## src/rtl/decode_stage.sv

```systemverilog
// RV32I decode stage: handshaked decoder feeding a 2-entry output FIFO, with a load-use scoreboard.
// Optional RV32M decode is enabled by defining DECODE_STAGE_MEXT_EN. OPLEN must be at least 14.
module decode_stage #(
    parameter int XLEN  = 32,
    parameter int OPLEN = 14
) (
    input  logic             clk,
    input  logic             rst,
    input  logic             in_valid,
    output logic             in_ready,
    input  logic [31:0]      inst,
    input  logic [XLEN-1:0]  curr_pc_fd,
    input  logic [XLEN-1:0]  next_pc_fd,
    output logic [4:0]       rs1sel,
    output logic [4:0]       rs2sel,
    input  logic [XLEN-1:0]  rs1data_rd,
    input  logic [XLEN-1:0]  rs2data_rd,
    output logic             out_valid,
    input  logic             out_ready,
    output logic [XLEN-1:0]  imm,
    output logic [XLEN-1:0]  rs1data_de,
    output logic [XLEN-1:0]  rs2data_de,
    output logic [XLEN-1:0]  curr_pc_de,
    output logic [XLEN-1:0]  next_pc_de,
    output logic [4:0]       funct_alu,
    output logic [4:0]       rdsel_de,
    output logic [OPLEN-1:0] decoded_op_de,
    input  logic             ld_done_valid,
    input  logic [4:0]       ld_done_rd,
    input  logic             flush
);
    localparam logic [6:0] OPC_LUI    = 7'b0110111;
    localparam logic [6:0] OPC_AUIPC  = 7'b0010111;
    localparam logic [6:0] OPC_JAL    = 7'b1101111;
    localparam logic [6:0] OPC_JALR   = 7'b1100111;
    localparam logic [6:0] OPC_BRANCH = 7'b1100011;
    localparam logic [6:0] OPC_LOAD   = 7'b0000011;
    localparam logic [6:0] OPC_STORE  = 7'b0100011;
    localparam logic [6:0] OPC_OPIMM  = 7'b0010011;
    localparam logic [6:0] OPC_OP     = 7'b0110011;

    localparam logic [1:0] USE_RD_ALU  = 2'd0;
    localparam logic [1:0] USE_RD_MEM  = 2'd1;
    localparam logic [1:0] USE_RD_PC4  = 2'd2;
    localparam logic [2:0] FUNCT3_JUMP = 3'b010;

    // Decoded-op word layout
    localparam int F_USE_RS1 = 0;
    localparam int F_USE_RS2 = 1;
    localparam int F_RDSEL   = 2;   // 2 bits
    localparam int F_FUNCT3  = 4;   // 3 bits
    localparam int F_JUMP    = 7;
    localparam int F_BRANCH  = 8;
    localparam int F_MEM_WE  = 9;
    localparam int F_MEM_RD  = 10;
    localparam int F_SRC_IMM = 11;
    localparam int F_SRC_PC  = 12;
    localparam int F_ILLEGAL = 13;

    typedef struct packed {
        logic [XLEN-1:0]  imm;
        logic [XLEN-1:0]  rs1;
        logic [XLEN-1:0]  rs2;
        logic [XLEN-1:0]  cpc;
        logic [XLEN-1:0]  npc;
`ifdef DECODE_STAGE_MEXT_EN
        logic             m_sel;
`endif
        logic [3:0]       alu_f;
        logic [4:0]       rd;
        logic [OPLEN-1:0] op;
    } entry_t;

    logic [6:0] opcode;
    logic [2:0] funct3;
    logic [6:0] funct7;
    assign opcode = inst[6:0];
    assign funct3 = inst[14:12];
    assign funct7 = inst[31:25];

    logic [XLEN-1:0] imm_i, imm_s, imm_b, imm_u, imm_j;
    assign imm_i = XLEN'($signed(inst[31:20]));
    assign imm_s = XLEN'($signed({inst[31:25], inst[11:7]}));
    assign imm_b = XLEN'($signed({inst[31], inst[7], inst[30:25], inst[11:8], 1'b0}));
    assign imm_u = XLEN'($signed({inst[31:12], 12'b0}));
    assign imm_j = XLEN'($signed({inst[31], inst[19:12], inst[20], inst[30:21], 1'b0}));

    logic             use_rs1, use_rs2, jump_en, branch_en, mem_we, mem_rd;
    logic             src_imm, src_pc, illegal;
    logic [1:0]       rd_sel;
    logic [2:0]       f3_dec;
    logic [3:0]       alu_f;
    logic [4:0]       dec_rd;
    logic [XLEN-1:0]  dec_imm;
    logic [OPLEN-1:0] dec_op;
`ifdef DECODE_STAGE_MEXT_EN
    logic             m_sel;
`endif

    always_comb begin
        use_rs1   = 1'b0;
        use_rs2   = 1'b0;
        jump_en   = 1'b0;
        branch_en = 1'b0;
        mem_we    = 1'b0;
        mem_rd    = 1'b0;
        src_imm   = 1'b0;
        src_pc    = 1'b0;
        illegal   = 1'b0;
        rd_sel    = USE_RD_ALU;
        f3_dec    = 3'b000;
        alu_f     = 4'b0000;
        dec_rd    = inst[11:7];
        dec_imm   = '0;
`ifdef DECODE_STAGE_MEXT_EN
        m_sel     = 1'b0;
`endif
        case (opcode)
            OPC_LUI: begin
                src_imm = 1'b1;
                dec_imm = imm_u;
            end
            OPC_AUIPC: begin
                src_imm = 1'b1;
                src_pc  = 1'b1;
                dec_imm = imm_u;
            end
            OPC_JAL: begin
                jump_en = 1'b1;
                f3_dec  = FUNCT3_JUMP;
                rd_sel  = USE_RD_PC4;
                src_imm = 1'b1;
                src_pc  = 1'b1;
                dec_imm = imm_j;
            end
            OPC_JALR: begin
                use_rs1 = 1'b1;
                jump_en = 1'b1;
                f3_dec  = FUNCT3_JUMP;
                rd_sel  = USE_RD_PC4;
                src_imm = 1'b1;
                dec_imm = imm_i;
            end
            OPC_BRANCH: begin
                use_rs1   = 1'b1;
                use_rs2   = 1'b1;
                branch_en = 1'b1;
                f3_dec    = funct3;
                dec_rd    = 5'd0;
                dec_imm   = imm_b;
                illegal   = (funct3[2:1] == 2'b01);
            end
            OPC_LOAD: begin
                use_rs1 = 1'b1;
                mem_rd  = 1'b1;
                rd_sel  = USE_RD_MEM;
                f3_dec  = funct3;
                src_imm = 1'b1;
                dec_imm = imm_i;
            end
            OPC_STORE: begin
                use_rs1 = 1'b1;
                use_rs2 = 1'b1;
                mem_we  = 1'b1;
                f3_dec  = funct3;
                src_imm = 1'b1;
                dec_rd  = 5'd0;
                dec_imm = imm_s;
            end
            OPC_OPIMM: begin
                use_rs1 = 1'b1;
                src_imm = 1'b1;
                f3_dec  = funct3;
                dec_imm = imm_i;
                // inst[30] only selects SRAI; for other funct3 it is immediate data
                alu_f   = {(funct3 == 3'b101) & inst[30], funct3};
            end
            OPC_OP: begin
                use_rs1 = 1'b1;
                use_rs2 = 1'b1;
                f3_dec  = funct3;
                if (funct7 == 7'b0000000 || funct7 == 7'b0100000) begin
                    alu_f = {inst[30], funct3};
                end else if (funct7 == 7'b0000001) begin
`ifdef DECODE_STAGE_MEXT_EN
                    m_sel = 1'b1;
                    alu_f = {1'b0, funct3};
`else
                    illegal = 1'b1;
`endif
                end else begin
                    illegal = 1'b1;
                end
            end
            default: illegal = 1'b1;
        endcase

        dec_op                  = '0;
        dec_op[F_USE_RS1]       = use_rs1;
        dec_op[F_USE_RS2]       = use_rs2;
        dec_op[F_RDSEL +: 2]    = rd_sel;
        dec_op[F_FUNCT3 +: 3]   = f3_dec;
        dec_op[F_JUMP]          = jump_en;
        dec_op[F_BRANCH]        = branch_en;
        dec_op[F_MEM_WE]        = mem_we;
        dec_op[F_MEM_RD]        = mem_rd;
        dec_op[F_SRC_IMM]       = src_imm;
        dec_op[F_SRC_PC]        = src_pc;

        // Illegal entries carry only the flag so execute cannot act on stale fields
        if (illegal) begin
            use_rs1           = 1'b0;
            use_rs2           = 1'b0;
            mem_rd            = 1'b0;
            dec_rd            = 5'd0;
            dec_imm           = '0;
            alu_f             = 4'b0000;
            dec_op            = '0;
            dec_op[F_ILLEGAL] = 1'b1;
`ifdef DECODE_STAGE_MEXT_EN
            m_sel             = 1'b0;
`endif
        end
    end

    assign rs1sel = (opcode == OPC_LUI) ? 5'd0 : inst[19:15];
    assign rs2sel = inst[24:20];

    logic [31:0] busy_q, busy_d;
    logic [1:0]  count_q, count_d;
    logic        head_q, head_d, tail_q, tail_d;
    logic        hazard, acc, pop;
    entry_t      entry_q [2];
    entry_t      entry_d, head;

    assign hazard    = (use_rs1 & busy_q[rs1sel]) | (use_rs2 & busy_q[rs2sel]);
    assign in_ready  = ((count_q < 2'd2) | ((count_q == 2'd2) & out_ready)) & ~hazard & ~flush;
    assign acc       = in_valid & in_ready;
    assign out_valid = (count_q != 2'd0);
    assign pop       = out_valid & out_ready;

    always_comb begin
        entry_d       = '0;
        entry_d.imm   = dec_imm;
        entry_d.rs1   = rs1data_rd;
        entry_d.rs2   = rs2data_rd;
        entry_d.cpc   = curr_pc_fd;
        entry_d.npc   = next_pc_fd;
        entry_d.alu_f = alu_f;
        entry_d.rd    = dec_rd;
        entry_d.op    = dec_op;
`ifdef DECODE_STAGE_MEXT_EN
        entry_d.m_sel = m_sel;
`endif
    end

    always_comb begin
        count_d = count_q;
        head_d  = head_q;
        tail_d  = tail_q;
        if (flush) begin
            count_d = 2'd0;
            head_d  = 1'b0;
            tail_d  = 1'b0;
        end else begin
            if (acc) tail_d = ~tail_q;
            if (pop) head_d = ~head_q;
            count_d = count_q + 2'(acc) - 2'(pop);
        end
    end

    // Set after clear so a same-cycle new load to the same rd stays busy
    always_comb begin
        busy_d = busy_q;
        if (ld_done_valid) busy_d[ld_done_rd] = 1'b0;
        if (acc && mem_rd && dec_rd != 5'd0) busy_d[dec_rd] = 1'b1;
        busy_d[0] = 1'b0;
    end

    always_ff @(posedge clk) begin
        if (rst) begin
            count_q <= 2'd0;
            head_q  <= 1'b0;
            tail_q  <= 1'b0;
            busy_q  <= '0;
            for (int i = 0; i < 2; i++) entry_q[i] <= '0;
        end else begin
            count_q <= count_d;
            head_q  <= head_d;
            tail_q  <= tail_d;
            busy_q  <= busy_d;
            if (acc) entry_q[tail_q] <= entry_d;
        end
    end

    assign head          = entry_q[head_q];
    assign imm           = head.imm;
    assign rs1data_de    = head.rs1;
    assign rs2data_de    = head.rs2;
    assign curr_pc_de    = head.cpc;
    assign next_pc_de    = head.npc;
    assign rdsel_de      = head.rd;
    assign decoded_op_de = head.op;
`ifdef DECODE_STAGE_MEXT_EN
    assign funct_alu     = {head.m_sel, head.alu_f};
`else
    assign funct_alu     = {1'b0, head.alu_f};
`endif
endmodule

```

## config.mk

```make
export PLATFORM = sky130hd
export DESIGN_NAME = decode_stage
export DESIGN_NICKNAME = d
export VERILOG_FILES = /design/src/rtl/decode_stage.sv
export SDC_FILE = /design/constraint.sdc
export NUM_CORES = 1
export LEC_CHECK = 0
export CAP_MARGIN = 40
export CELL_PAD_IN_SITES_DETAIL_PLACEMENT = 1
export CELL_PAD_IN_SITES_GLOBAL_PLACEMENT = 1
export CORE_MARGIN = 4
export CORE_UTILIZATION = 47
export CTS_BUF_LIST = sky130_fd_sc_hd__clkbuf_2
export CTS_CLUSTER_DIAMETER = 100
export CTS_CLUSTER_SIZE = 12
export DETAILED_ROUTE_END_ITERATION = 8
export PLACE_DENSITY = 0.93
export SLEW_MARGIN = 20
export SYNTH_ARGS = -nofsm -noshare
export SYNTH_HDL_FRONTEND = slang
export SYNTH_SLANG_ARGS = --single-unit
```

## constraint.sdc

```tcl
create_clock -name clk -period 12.34 [get_ports clk]
set_input_delay 1.234 -clock clk [delete_from_list [all_inputs] [get_ports clk]]
set_output_delay 1.234 -clock clk [all_outputs]
set_load 0.01 [all_outputs]
```

### Word level (Yosys, flattened, before mapping)

Memories as Yosys holds them, arrays and structs flattened. A register that Yosys moved wholly into a read port is not among the register bits.
Cells that the tools add are included.

| storage, ports and cells | value |
|---|---|
| register bits after elaboration | 36 |
| memory bits (writable) | 366 |
| input port bits | 171 |
| word-level logic and storage cells | 108 |
| memories | 1 |

| operators by class | value |
|---|---|
| add/subtract/negate cells | 2 |
| $lt $le $gt $ge | 7 |
| eq/ne operators | 13 |
| multiplexer cells | 44 |
| bitwise gates (word level) | 17 |
| reduce and logical (&&, ||, !) cells | 19 |

Memories:

| name | depth | width | rd ports | clocked after memory_dff | wr ports | RTL line | text |
|---|---|---|---|---|---|---|---|
| entry_q | 2 | 183 | 1 | 1 | 2 | 233 | `entry_t entry_q [2];` |

Operators by type and width:

| kind | count |
|---|---|
| $mux W183 | 1 |
| $reduce_or A183 Y1 | 1 |
| $pmux W32 S5 | 1 |
| $mux W32 | 3 |
| $and A32 B32 Y32 | 1 |
| $not A32 Y32 | 1 |
| $or A32 B32 Y32 | 1 |
| $eq A7 B6 Y1 const B | 4 |
| $mux W1 | 25 |
| $lt A5 B6 Y1 const B | 4 |
| $eq A7 B7 Y1 const B | 3 |
| $mux W5 | 3 |
| $eq A7 B5 Y1 const B | 2 |
| $mux W14 | 1 |
| $bmux W1 S5 | 2 |
| $demux W1 S5 | 2 |
| $ge A5 B1 Y1 const B | 2 |
| $reduce_or A2 Y1 | 5 |
| $and A1 B1 Y1 | 8 |
| $mux W4 | 2 |
| $pmux W4 S2 | 1 |
| $eq A7 B2 Y1 const B | 1 |
| $logic_not A7 Y1 | 1 |
| $reduce_or A7 Y1 | 1 |
| 18 further kinds | 26 |

### Depth between registers and ports, before layout

Gate-level depths: netlist of run 1.

| logic depth | value |
|---|---|
| depth in word-level cells | 16 |
| mapped depth | 17 |
| depth with buffers taken out | 13 |

### Worst setup path after synthesis of run 1

OpenSTA, ideal clock, no wires.

| path | value |
|---|---|
| path kind | input to register |
| start | input inst[18] |
| end | memory entry_q[0][0] (netlist bit) (enable) |
| setup time | 0.541 ns |
| data arrival time | 6.744 ns |
| required time | 11.799 ns |
| slack | 5.055 ns |
| cell stages on the path | 10 |
| path buffers | 3 |
| cell sequence | buf_2 -> mux2_2 -> a221o_1 -> a31oi_1 -> and4_4 -> o311a_2 -> and2_1 -> buf_6 -> clkbuf_2 -> a21o_1 |

RTL lines:

| element | RTL line | text |
|---|---|---|
| start: declaration | 11 | `input logic [31:0] inst,` |
| end: declaration | 233 |  |

==> metrics.txt, run 1 <==
via count of the first global-routing pass 14300; Max H-tree Level 2; total design power 2500 uW; number of antenna violations at the first check in global routing 16; Initial Util 47.5%; vias after detailed routing 13800; class of the tightest hold or removal check flop to flop; VDD IR max between 0.00005 and 0.00006 V; total of endpoints with negative setup slack in the final report 0; Comb power frac roughly 15%; GRT Util Overall 28.8%; Post-synth EDFFs 364; post-layout worst setup margin 6510 ps; Post-CTS Hold Fix Bufs 0; count of endpoints failing hold in the final timing report 0; Data arrival, critical path about 6500 ps; top-area cell type share of the netlist area 58.0%; Tightest Pin Transition slightly above 800 ps; clock-pin transition on the worst setup and hold timing paths approximately 230 ps; Post-Syn Area ~19000 sq um; cell taking the most area after synthesis sky130_fd_sc_hd__edfxtp_1; final sum of negative setup slack 0 ps; max-cap check violation count 0; startpoint class of the critical path primary input; max_slew headroom between 40% and 50%; drt pass-1 iters 5; number of sinks handled by clock tree synthesis 400; share of cells above drive strength 1 about 17%; Remaining Overflow, GRT 0; buffers inserted during post-CTS setup optimization 0; synthesis warning total 0; buffer cell driving the clock tree root sky130_fd_sc_hd__clkbuf_2; most common cell after layout, fill and taps aside sky130_fd_sc_hd__clkdlybuf4s50_1; cell-internal power 1840 uW; switching fraction of total power 26.3%; result of the run completed; total detailed-routing wirelength around 65 mm; pin count of the biggest net entering global routing 112; insertion delay to the later sink of the worst-skew pair 1060 ps; power density of the placed cells between 100 and 150 nW/um^2; buffer levels on the longest clock path 3; HPWL Detailed 46.6 mm; net count of the finished layout 1937; class of the most critical setup path primary input to flop; gate count after technology mapping 1460; TritonCTS buffer count 39; overall die area 43400 sq um; fraction of registers with async set or reset after synthesis 0%; total cell area at the placement stage between 20000 and 25000 sq um; clock group share of total power 22.3%; number of synthesized register bits 400; maximum operating frequency 0.172 GHz; CTS tree done; primary flip-flop cell chosen by synthesis mapping sky130_fd_sc_hd__edfxtp_1; quantity of gates resized following cts 0; Slew Limit Fails 0; Via-to-Cell Ratio 5.98; Avg WL per Cell 28.1 um; Residual DRC 0; height of the chip roughly 210 um; global-route wire length before repair 95.0 mm; Mapped Nets 1633; fraction of the core area covered by cells at the end of the flow 58.7%; RSZ-0062 raised after global routing false; cell types with the largest area share after synthesis sky130_fd_sc_hd__edfxtp_1, sky130_fd_sc_hd__mux2_2, sky130_fd_sc_hd__and3_1, sky130_fd_sc_hd__dfxtp_1, sky130_fd_sc_hd__nor2b_1; endpoint kind of the worst setup timing path flop; synth unique cells 67; Final GP Congestion 0.936; remaining antenna violation count 0; Post-Synthesis Mean Instance Area 12.9 sq um; number of port buffers 365; share of synthesized area occupied by flip-flops and latches around 60%; clock tree skew after final layout approximately 120 ps; # IOs 367; register share of total power between 60% and 70%; core area approximately 40000 sq um; worst slack at placement 5210 ps; Fillers 3922; row count 73; data required time of the worst path about 13000 ps; width of the die 208 um; Design Area, Final 23300 sq um; leak pwr between 0.009 and 0.01 uW; first-iteration detailed-routing DRC count 1275; maximum net fanout on the critical path 67; Period minus WS final 5830 ps; net switching component of the power around 660 uW; slack of the worst reg-to-reg path 7390 ps; commonest cells after routing, fill and taps aside sky130_fd_sc_hd__clkdlybuf4s50_1, sky130_fd_sc_hd__edfxtp_1, sky130_fd_sc_hd__and3_1; area delta synth->final 23.7%; Final period util between 40% and 50%
==> metal layers <==
metal	global-route usage, %	part of all wire (%)	vias up
li1	-	-	6057
met1	34.7	36	6895
met2	49.1	50	671
met3	7.87	8.7	155
met4	11.8	4.7	12
met5	0	0.13	-
==> power by group through the flow <==
stage	logic, uW	registers (uW)	clock network (uW)
3_3_place_gp	353	1590	0
3_5_place_dp	372	1600	0
6_report	380	1560	558
4_1_cts	374	1570	568
2_1_floorplan	159	1590	0
5_1_grt	400	1570	621
==> per-stage QoR <==
step	instances	hold slack, ps
3_3_place_gp	2234	515
3_5_place_dp	2242	517
2_1_floorplan	1460	450
6_report	2307	540
5_1_grt	2305	566
4_1_cts	2291	541
==> worst paths after layout <==
kind / from / end / depth (start not counted)
worst max-delay path: inst[16] / entry_q[1][145] / 13
worst min-delay path: busy_q[6] / busy_q[6] / 2
worst max register to register: busy_q[31] / entry_q[1][145] / 12
worst min register to register: busy_q[6] / busy_q[6] / 2
==> kinds of logic after synthesis <==
group / synth area share [%]
AOI/OAI and AO/OA: 4.04
DFF: 61.8
buffers and inverters: 3.36
adders and majority gates: 0.133
xor gates and xnor gates: 0.139
and+or+nand+nor: 18.0
muxes: 12.5
other: 0.0199
==> synthesized netlist by cell type, types with 2 or more instances <==
library cell,count
sky130_fd_sc_hd__a21o_1,7
sky130_fd_sc_hd__a21oi_1,24
sky130_fd_sc_hd__a22o_1,3
sky130_fd_sc_hd__a22oi_1,6
sky130_fd_sc_hd__a311oi_1,3
sky130_fd_sc_hd__a31oi_1,4
sky130_fd_sc_hd__and2_1,8
sky130_fd_sc_hd__and3_1,260
sky130_fd_sc_hd__and3b_1,3
sky130_fd_sc_hd__and4_1,2
sky130_fd_sc_hd__buf_1,2
sky130_fd_sc_hd__buf_2,10
sky130_fd_sc_hd__buf_4,8
sky130_fd_sc_hd__buf_6,6
sky130_fd_sc_hd__clkbuf_1,84
sky130_fd_sc_hd__clkbuf_2,20
sky130_fd_sc_hd__dfxtp_1,36
sky130_fd_sc_hd__edfxtp_1,364
sky130_fd_sc_hd__ha_1,2
sky130_fd_sc_hd__inv_1,8
sky130_fd_sc_hd__mux2_2,185
sky130_fd_sc_hd__mux2i_1,20
sky130_fd_sc_hd__mux4_2,3
sky130_fd_sc_hd__nand2_1,74
sky130_fd_sc_hd__nand2b_1,9
sky130_fd_sc_hd__nand3_1,14
sky130_fd_sc_hd__nand3b_1,20
sky130_fd_sc_hd__nand4_1,5
sky130_fd_sc_hd__nor2_1,72
sky130_fd_sc_hd__nor2b_1,59
sky130_fd_sc_hd__nor3_1,16
sky130_fd_sc_hd__nor3b_1,7
sky130_fd_sc_hd__nor4_1,10
sky130_fd_sc_hd__nor4_2,4
sky130_fd_sc_hd__o211ai_1,3
sky130_fd_sc_hd__o21ai_0,29
sky130_fd_sc_hd__o21ai_1,13
sky130_fd_sc_hd__o21ai_2,4
sky130_fd_sc_hd__o21bai_1,2
sky130_fd_sc_hd__o31ai_1,3
sky130_fd_sc_hd__o41ai_1,7
sky130_fd_sc_hd__or2_2,11
sky130_fd_sc_hd__or3_1,2
sky130_fd_sc_hd__or4_1,4
sky130_fd_sc_hd__xnor2_1,2
==> state kept, by name, indices dropped and copies added (netlist names), named ones only <==
name	count
entry_q	364
tail_q	1
busy_q	31
count_q	2
head_q	1
==> worst max-delay path, cell delays in order <==
cell,delay (ps)
sky130_fd_sc_hd__clkdlybuf4s50_1,970
sky130_fd_sc_hd__mux4_2,580
sky130_fd_sc_hd__o221ai_1,210
sky130_fd_sc_hd__a31oi_1,110
sky130_fd_sc_hd__nor4_4,250
sky130_fd_sc_hd__o311a_2,280
sky130_fd_sc_hd__and2_4,510
sky130_fd_sc_hd__buf_12,320
sky130_fd_sc_hd__a21o_4,510
sky130_fd_sc_hd__buf_16,320
sky130_fd_sc_hd__buf_4,540
sky130_fd_sc_hd__buf_4,350
sky130_fd_sc_hd__buf_16,280
==> cell type report <==
| class | count | area (sq um) | area share, % |
|---|---|---|---|
| repair buffers | 393 | 4090 | 17.5 |
| clock buffers | 46 | 230 | 0.987 |
| clock inverters | 3 | 42.5 | 0.182 |
| diodes | 10 | 25.0 | 0.107 |
| inverters | 9 | 33.8 | 0.145 |
| multi-input cells | 921 | 6600 | 28.3 |
| flip-flops and latches | 400 | 11700 | 50.0 |
| well taps | 525 | 657 | 2.82 |
(Power assumes the default switching activity.)
==> run 2: changes to the inputs <==
--- a/config.mk
+++ b/config.mk
@@ -9,12 +9,12 @@
 export CELL_PAD_IN_SITES_DETAIL_PLACEMENT = 1
 export CELL_PAD_IN_SITES_GLOBAL_PLACEMENT = 1
 export CORE_MARGIN = 4
-export CORE_UTILIZATION = 47
+export CORE_UTILIZATION = 43
 export CTS_BUF_LIST = sky130_fd_sc_hd__clkbuf_2
 export CTS_CLUSTER_DIAMETER = 100
 export CTS_CLUSTER_SIZE = 12
 export DETAILED_ROUTE_END_ITERATION = 8
-export PLACE_DENSITY = 0.93
+export PLACE_DENSITY = 0.86
 export SLEW_MARGIN = 20
 export SYNTH_ARGS = -nofsm -noshare
 export SYNTH_HDL_FRONTEND = slang
==> constraint.sdc (replaced) <==
create_clock -name clk -period 5.6 [get_ports clk]
set_input_delay 0.56 -clock clk [delete_from_list [all_inputs] [get_ports clk]]
set_output_delay 0.56 -clock clk [all_outputs]
set_load 0.01 [all_outputs]
==> run 2 against run 1 <==
  * Sequential share of layout area down 0.083 points
  * Cell count is 2.6% higher
  * Total power up 130%
  * Worst setup slack worse by 5100 ps
  * Critical endpoint is now in_ready
  * Largest cell class unchanged
  * Largest power group unchanged
==> metrics.txt, run 2 (synthesized netlist as in run 1, its figures left out) <==
result of the run completed; startpoint class of the critical path primary input; depth of the worst register-to-register path 8 (-4); Residual DRC 0 (unchanged); RSZ-0062 raised after global routing false; buffer cell driving the clock tree root sky130_fd_sc_hd__clkbuf_2; maximum operating frequency 0.237 GHz; class of the tightest hold or removal check primary input to flop; library cell appearing most often on the critical path sky130_fd_sc_hd__clkdlybuf4s50_1; area delta synth->final 23.9%; height of the chip 217 um (+4.4%); GRT Util Overall 24.7% (-4.1 points); post-placement cell count 2303 (+2.7%); Final period util 75.5%; max-cap check violation count 0 (unchanged); Remaining Overflow, GRT 0 (unchanged); register with the most flip-flops entry_q; total detailed-routing wirelength 60.1 mm (-7.3%); Initial Util 43.7% (-3.8 points); Tightest Pin Transition 1030 ps (+215 ps); net count of the finished layout 1933 (-0.21%); Via-to-Cell Ratio 5.74 (-4.0%); number of cells in the finished layout apart from fillers 2368 (+2.6%); HPWL Detailed 41.4 mm (-11%); max_slew headroom 31.1% (-14 points); buffer levels on the longest clock path 3 (unchanged); Post-CTS Hold Fix Bufs 0 (unchanged); vias after detailed routing 13600 (-1.4%); clock tree skew after final layout 83.0 ps (-32.9 ps); Final GP Congestion 0.934 (-0.26%); drt pass-1 iters 5 (unchanged); worst setup path end in_ready; Max H-tree Level 2 (unchanged); quantity of gates resized following cts 0 (unchanged); power density of the placed cells 242 nW/um^2 (+130%); share of cells above drive strength 1 17.0% (+0.15 points); critical path's largest stage delay 930 ps (-40 ps); via count of the first global-routing pass 14100 (-1.5%); capture instance of the worst register-to-register path entry_q[0][161]; commonest cells after routing, fill and taps aside sky130_fd_sc_hd__clkdlybuf4s50_1, sky130_fd_sc_hd__edfxtp_1, sky130_fd_sc_hd__and3_1; Slew Limit Fails 0 (unchanged); total of endpoints with negative setup slack in the final report 0 (unchanged); worst path buffer plus inverter count 3 (-3); TritonCTS buffer count 39 (unchanged); Avg WL per Cell 25.4 um (-9.6%); VDD IR max 0.0000968 V (+91%); buffers inserted during post-CTS setup optimization 0 (unchanged); count of endpoints failing hold in the final timing report 0 (unchanged); final sum of negative setup slack 0 ps (unchanged); top flop regs entry_q: 364 flops, busy_q: 31 flops, count_q: 2 flops; clock-pin transition on the worst setup and hold timing paths 230 ps (about the same); slack of the worst reg-to-reg path 2330 ps (-5060 ps); cell-by-cell trace of the critical path clkdlybuf4s50_1, buf_4, mux2i_1, a311oi_1, and3_1, a41oi_1, a31o_2, o311a_1, clkdlybuf4s50_1; number of port buffers 365 (unchanged); Data arrival, critical path 3670 ps (-2870 ps); leak pwr 0.00902 uW (about the same); pin count of the biggest net entering global routing 259 (+130%); data required time of the worst path 5040 ps (-8010 ps); width of the die 217 um (+4.4%); class of the most critical setup path primary input to primary output; number of sinks handled by clock tree synthesis 400 (unchanged); Period minus WS final 4230 ps; first-iteration detailed-routing DRC count 1210 (-5.1%); CTS tree done; number of cells on the critical path 9 (-4); overall die area 47300 sq um (+8.9%); row count 76 (+4.1%); Hold Path Cell Cnt 2 (unchanged); global-route wire length before repair 89.3 mm (-6.0%); number of antenna violations at the first check in global routing 13 (-3); remaining antenna violation count 0 (unchanged); flip-flop count of the largest register, all copies and words added 364 (unchanged); most common cell after layout, fill and taps aside sky130_fd_sc_hd__clkdlybuf4s50_1; core area 43200 sq um (+8.7%); CP delay by family, top buffers and inverters; R2R Path Start busy_q[2]; maximum net fanout on the critical path 12 (-82%); endpoint kind of the worst setup timing path primary output; # IOs 367 (unchanged); insertion delay to the later sink of the worst-skew pair 1040 ps (-20 ps); fraction of the core area covered by cells at the end of the flow 54.1% (-4.6 points); start point of the critical path inst[20]; slowest cell on the critical path sky130_fd_sc_hd__clkdlybuf4s50_1
## run 2: worst min path at each step
stage / startpoint / slack, ps / to
floorplan: busy_q[3] / 450 / busy_q[3]
global placement: busy_q[3] / 510 / busy_q[3]
detailed placement: busy_q[3] / 500 / busy_q[3]
CTS: next_pc_fd[0] / 60 / entry_q[1][23]
global route: rs1data_rd[23] / 100 / entry_q[1][142]
finish: next_pc_fd[0] / 180 / entry_q[0][23]
## run 2: stage by stage
step,hold WS [ps],setup slack [ps],power [uW],instance area [sq um]
after floorplan,450,597,3850,18900
after global placement,506,1100,4290,22900
after detailed placement,500,1010,4320,22900
after CTS,63.5,1370,5700,23300
after global routing,95.7,1260,5870,23400
final,184,1370,5650,23400
## run 2: report_power, final
part           switching (uW)  leakage [uW]  internal [uW]
Clock                     976      0.000264            417
Combinational             425       0.00465            394
Sequential               41.1       0.00411           3400
Total                    1440       0.00902           4210
## run 2: area by class of cell
class / instances / area (sq um)
Sequential cell: 400 / 11700
Antenna cell: 9 / 22.5
Timing Repair Buffer: 389 / 3940
Multi-Input combinational cell: 921 / 6610
Tap cell: 585 / 732
Inverter: 9 / 33.8
Fill cell: 4408 / 19800
Clock buffer: 50 / 250
Clock inverter: 5 / 128
## run 2: metal layers
| metal | GRT usage (%) | routed length, um | vias up |
|---|---|---|---|
| met3 | 6.80 | 4760 | 100 |
| met2 | 42.3 | 30300 | 503 |
| li1 | - | - | 6049 |
| met4 | 8.23 | 1730 | 12 |
| met1 | 30.2 | 23200 | 6927 |
| met5 | 0 | 79 | - |
==> run 3: changes to the inputs <==
--- a/config.mk
+++ b/config.mk
@@ -9,12 +9,12 @@
 export CELL_PAD_IN_SITES_DETAIL_PLACEMENT = 1
 export CELL_PAD_IN_SITES_GLOBAL_PLACEMENT = 1
 export CORE_MARGIN = 4
-export CORE_UTILIZATION = 43
+export CORE_UTILIZATION = 39
 export CTS_BUF_LIST = sky130_fd_sc_hd__clkbuf_2
 export CTS_CLUSTER_DIAMETER = 100
 export CTS_CLUSTER_SIZE = 12
 export DETAILED_ROUTE_END_ITERATION = 8
-export PLACE_DENSITY = 0.86
+export PLACE_DENSITY = 0.82
 export SLEW_MARGIN = 20
 export SYNTH_ARGS = -nofsm -noshare
 export SYNTH_HDL_FRONTEND = slang
==> constraint.sdc (replaced) <==
create_clock -name clk -period 3.5 [get_ports clk]
set_input_delay 0.35 -clock clk [delete_from_list [all_inputs] [get_ports clk]]
set_output_delay 0.35 -clock clk [all_outputs]
set_load 0.01 [all_outputs]
==> run 3 against run 2 <==
  * Hold slack got worse by 87 ps
  * Via count increased by 2.8%
  * Non-clock buffer count increased by 134
  * Critical path depth decreased by 3
  * Core utilization decreased by 2.5 points
  * Worst setup slack got worse by 1200 ps
  * Sequential power increased by 60%
  * Register-to-register slack got worse by 1800 ps
  * Critical path type is now flop to primary output
==> metrics.txt, run 3 (synthesized netlist as in run 1, its figures left out) <==
result of the run completed; commonest cells after routing, fill and taps aside sky130_fd_sc_hd__edfxtp_1, sky130_fd_sc_hd__clkdlybuf4s50_1, sky130_fd_sc_hd__and3_1; width of the die 228 um (+4.8%); max-cap check violation count 0 (unchanged); Slew Limit Fails 0 (unchanged); insertion delay to the later sink of the worst-skew pair 980 ps (-60 ps); # IOs 367 (unchanged); Design Area, Final 24700 sq um (+5.6%); Remaining Overflow, GRT 0 (unchanged); Residual DRC 0 (unchanged); maximum net fanout on the critical path 3 (-9); HPWL Detailed 43.1 mm (+4.2%); leak pwr 0.00968 uW (+7.2%); class of the most critical setup path flop to primary output; global-route wire length before repair 93.4 mm (+4.6%); VDD IR max 0.000155 V (+60%); total detailed-routing wirelength 63.4 mm (+5.5%); buffer cell driving the clock tree root sky130_fd_sc_hd__clkbuf_2; max_slew headroom 41.7% (+11 points); endpoint kind of the worst setup timing path primary output; register with the most flip-flops entry_q; Initial Util 39.5% (-4.2 points); startpoint class of the critical path flop; pin count of the biggest net entering global routing 167 (-36%); vias after detailed routing 14000 (+2.8%); net count of the finished layout 2067 (+6.9%); buffer levels on the longest clock path 3 (unchanged); remaining antenna violation count 0 (unchanged); height of the chip 228 um (+4.8%); share of cells above drive strength 1 19.5% (+2.5 points); total design power 8910 uW (+58%); fraction of the core area covered by cells at the end of the flow 51.7% (-2.5 points); total of endpoints with negative setup slack in the final report 0 (unchanged); Via-to-Cell Ratio 5.53 (-3.7%); Max H-tree Level 2 (unchanged); RSZ-0062 raised after global routing false; class of the tightest hold or removal check primary input to flop; first-iteration detailed-routing DRC count 1051 (-13%); Avg WL per Cell 25.1 um (-1.2%); final hold slack 96.1 ps (-87.4 ps); flip-flop count of the largest register, all copies and words added 364 (unchanged); CTS tree done; Final period util 94.4%; area delta synth->final 30.8%; Data arrival, critical path 2950 ps (-720 ps); number of port buffers 365 (unchanged); total cell area at the placement stage 23600 sq um (+2.7%); power density of the placed cells 361 nW/um^2 (+49%); count of endpoints failing hold in the final timing report 0 (unchanged); maximum operating frequency between 0.3 and 0.4 GHz; clock tree skew after final layout 85.2 ps (+2.20 ps); via count of the first global-routing pass 14700 (+4.5%); Final GP Congestion 0.912 (-2.3%); drt pass-1 iters 5 (unchanged); overall die area 51900 sq um (+9.9%); number of antenna violations at the first check in global routing 10 (-3); clock-pin transition on the worst setup and hold timing paths 240 ps (about the same); data required time of the worst path 3150 ps (-1890 ps); number of sinks handled by clock tree synthesis 400 (unchanged); final sum of negative setup slack 0 ps (unchanged); Period minus WS final between 3000 and 4000 ps; top flop regs entry_q: 364 flops, busy_q: 31 flops, count_q: 2 flops; row count 80 (+5.3%); TritonCTS buffer count 39 (unchanged); GRT Util Overall 23.2% (-1.4 points); Tightest Pin Transition 874 ps (-159 ps); core area 47700 sq um (+11%)
-- run 3: cell types whose count changed in the layout (fill, tap and decap cells not counted), moves of 2 or more --
cell / before / now
sky130_fd_sc_hd__dlygate4sd3_1: 0 / 68
sky130_fd_sc_hd__dfxtp_1: 35 / 32
sky130_fd_sc_hd__bufinv_16: 4 / 0
sky130_fd_sc_hd__buf_12: 7 / 21
sky130_fd_sc_hd__dfxtp_2: 0 / 2
sky130_fd_sc_hd__buf_4: 16 / 66
sky130_fd_sc_hd__clkbuf_2: 50 / 56
sky130_fd_sc_hd__diode_2: 9 / 5
-- run 3: routing by layer --
| layer | vias up | global-route usage [%] | routed length, um |
|---|---|---|---|
| li1 | 6304 | - | - |
| met3 | 132 | 5.84 | 4290 |
| met4 | 10 | 8.13 | 2380 |
| met2 | 451 | 40.0 | 31600 |
| met5 | - | 0 | 73 |
| met1 | 7077 | 28.6 | 25000 |
-- run 3: power breakdown --
part	leakage (uW)	switching (uW)	internal, uW
registers	0.00412	64.9	5430
clock network	0.000233	1540	405
logic	0.00533	727	745
-- run 3: final cells by class --
| type | instances | area [sq um] |
|---|---|---|
| diodes | 5 | 12.5 |
| repair buffers | 523 | 5290 |
| well taps | 615 | 769 |
| clock buffers | 55 | 275 |
| flip-flops and latches | 400 | 11700 |
| fillers | 4938 | 23100 |
| multi-input cells | 921 | 6620 |
| inverters | 9 | 33.8 |
| clock inverters | 1 | 8.76 |
-- run 3: path summary, 6_finish.rpt --
check | from | end | slack, ps | cells past startpoint
hold / removal | next_pc_fd[17] | entry_q[1][40] | 100 | 2
setup / recovery | busy_q[5] | in_ready | 200 | 6
setup reg to reg | busy_q[31] | entry_q[1][142] | 490 | 10
hold reg to reg | busy_q[6] | busy_q[6] | 530 | 2
-- run 3: critical path, cell delays in order (launching register included) --
cell and delay, ps:
sky130_fd_sc_hd__dfxtp_1 460, sky130_fd_sc_hd__mux2i_1 100, sky130_fd_sc_hd__mux4_2 470, sky130_fd_sc_hd__or3_1 340, sky130_fd_sc_hd__a31o_2 280, sky130_fd_sc_hd__o311a_1 180
sky130_fd_sc_hd__clkbuf_2 150
-- run 3: timing repair --
action,in CTS,in global routing
pin swaps,1,1
gates resized for setup,4,3
buffers inserted,2,9
hold buffers,57,11
endpoints found under the setup margin,121,6
endpoints found under the hold margin,103,13
-- run 3: per-stage QoR --
stage          instances  setup slack, ps
2_1_floorplan       1460             -205
3_3_place_gp        2387            -13.3
3_5_place_dp        2387            -38.5
4_1_cts             2502             -138
5_1_grt             2529             18.2
6_report            2529              197
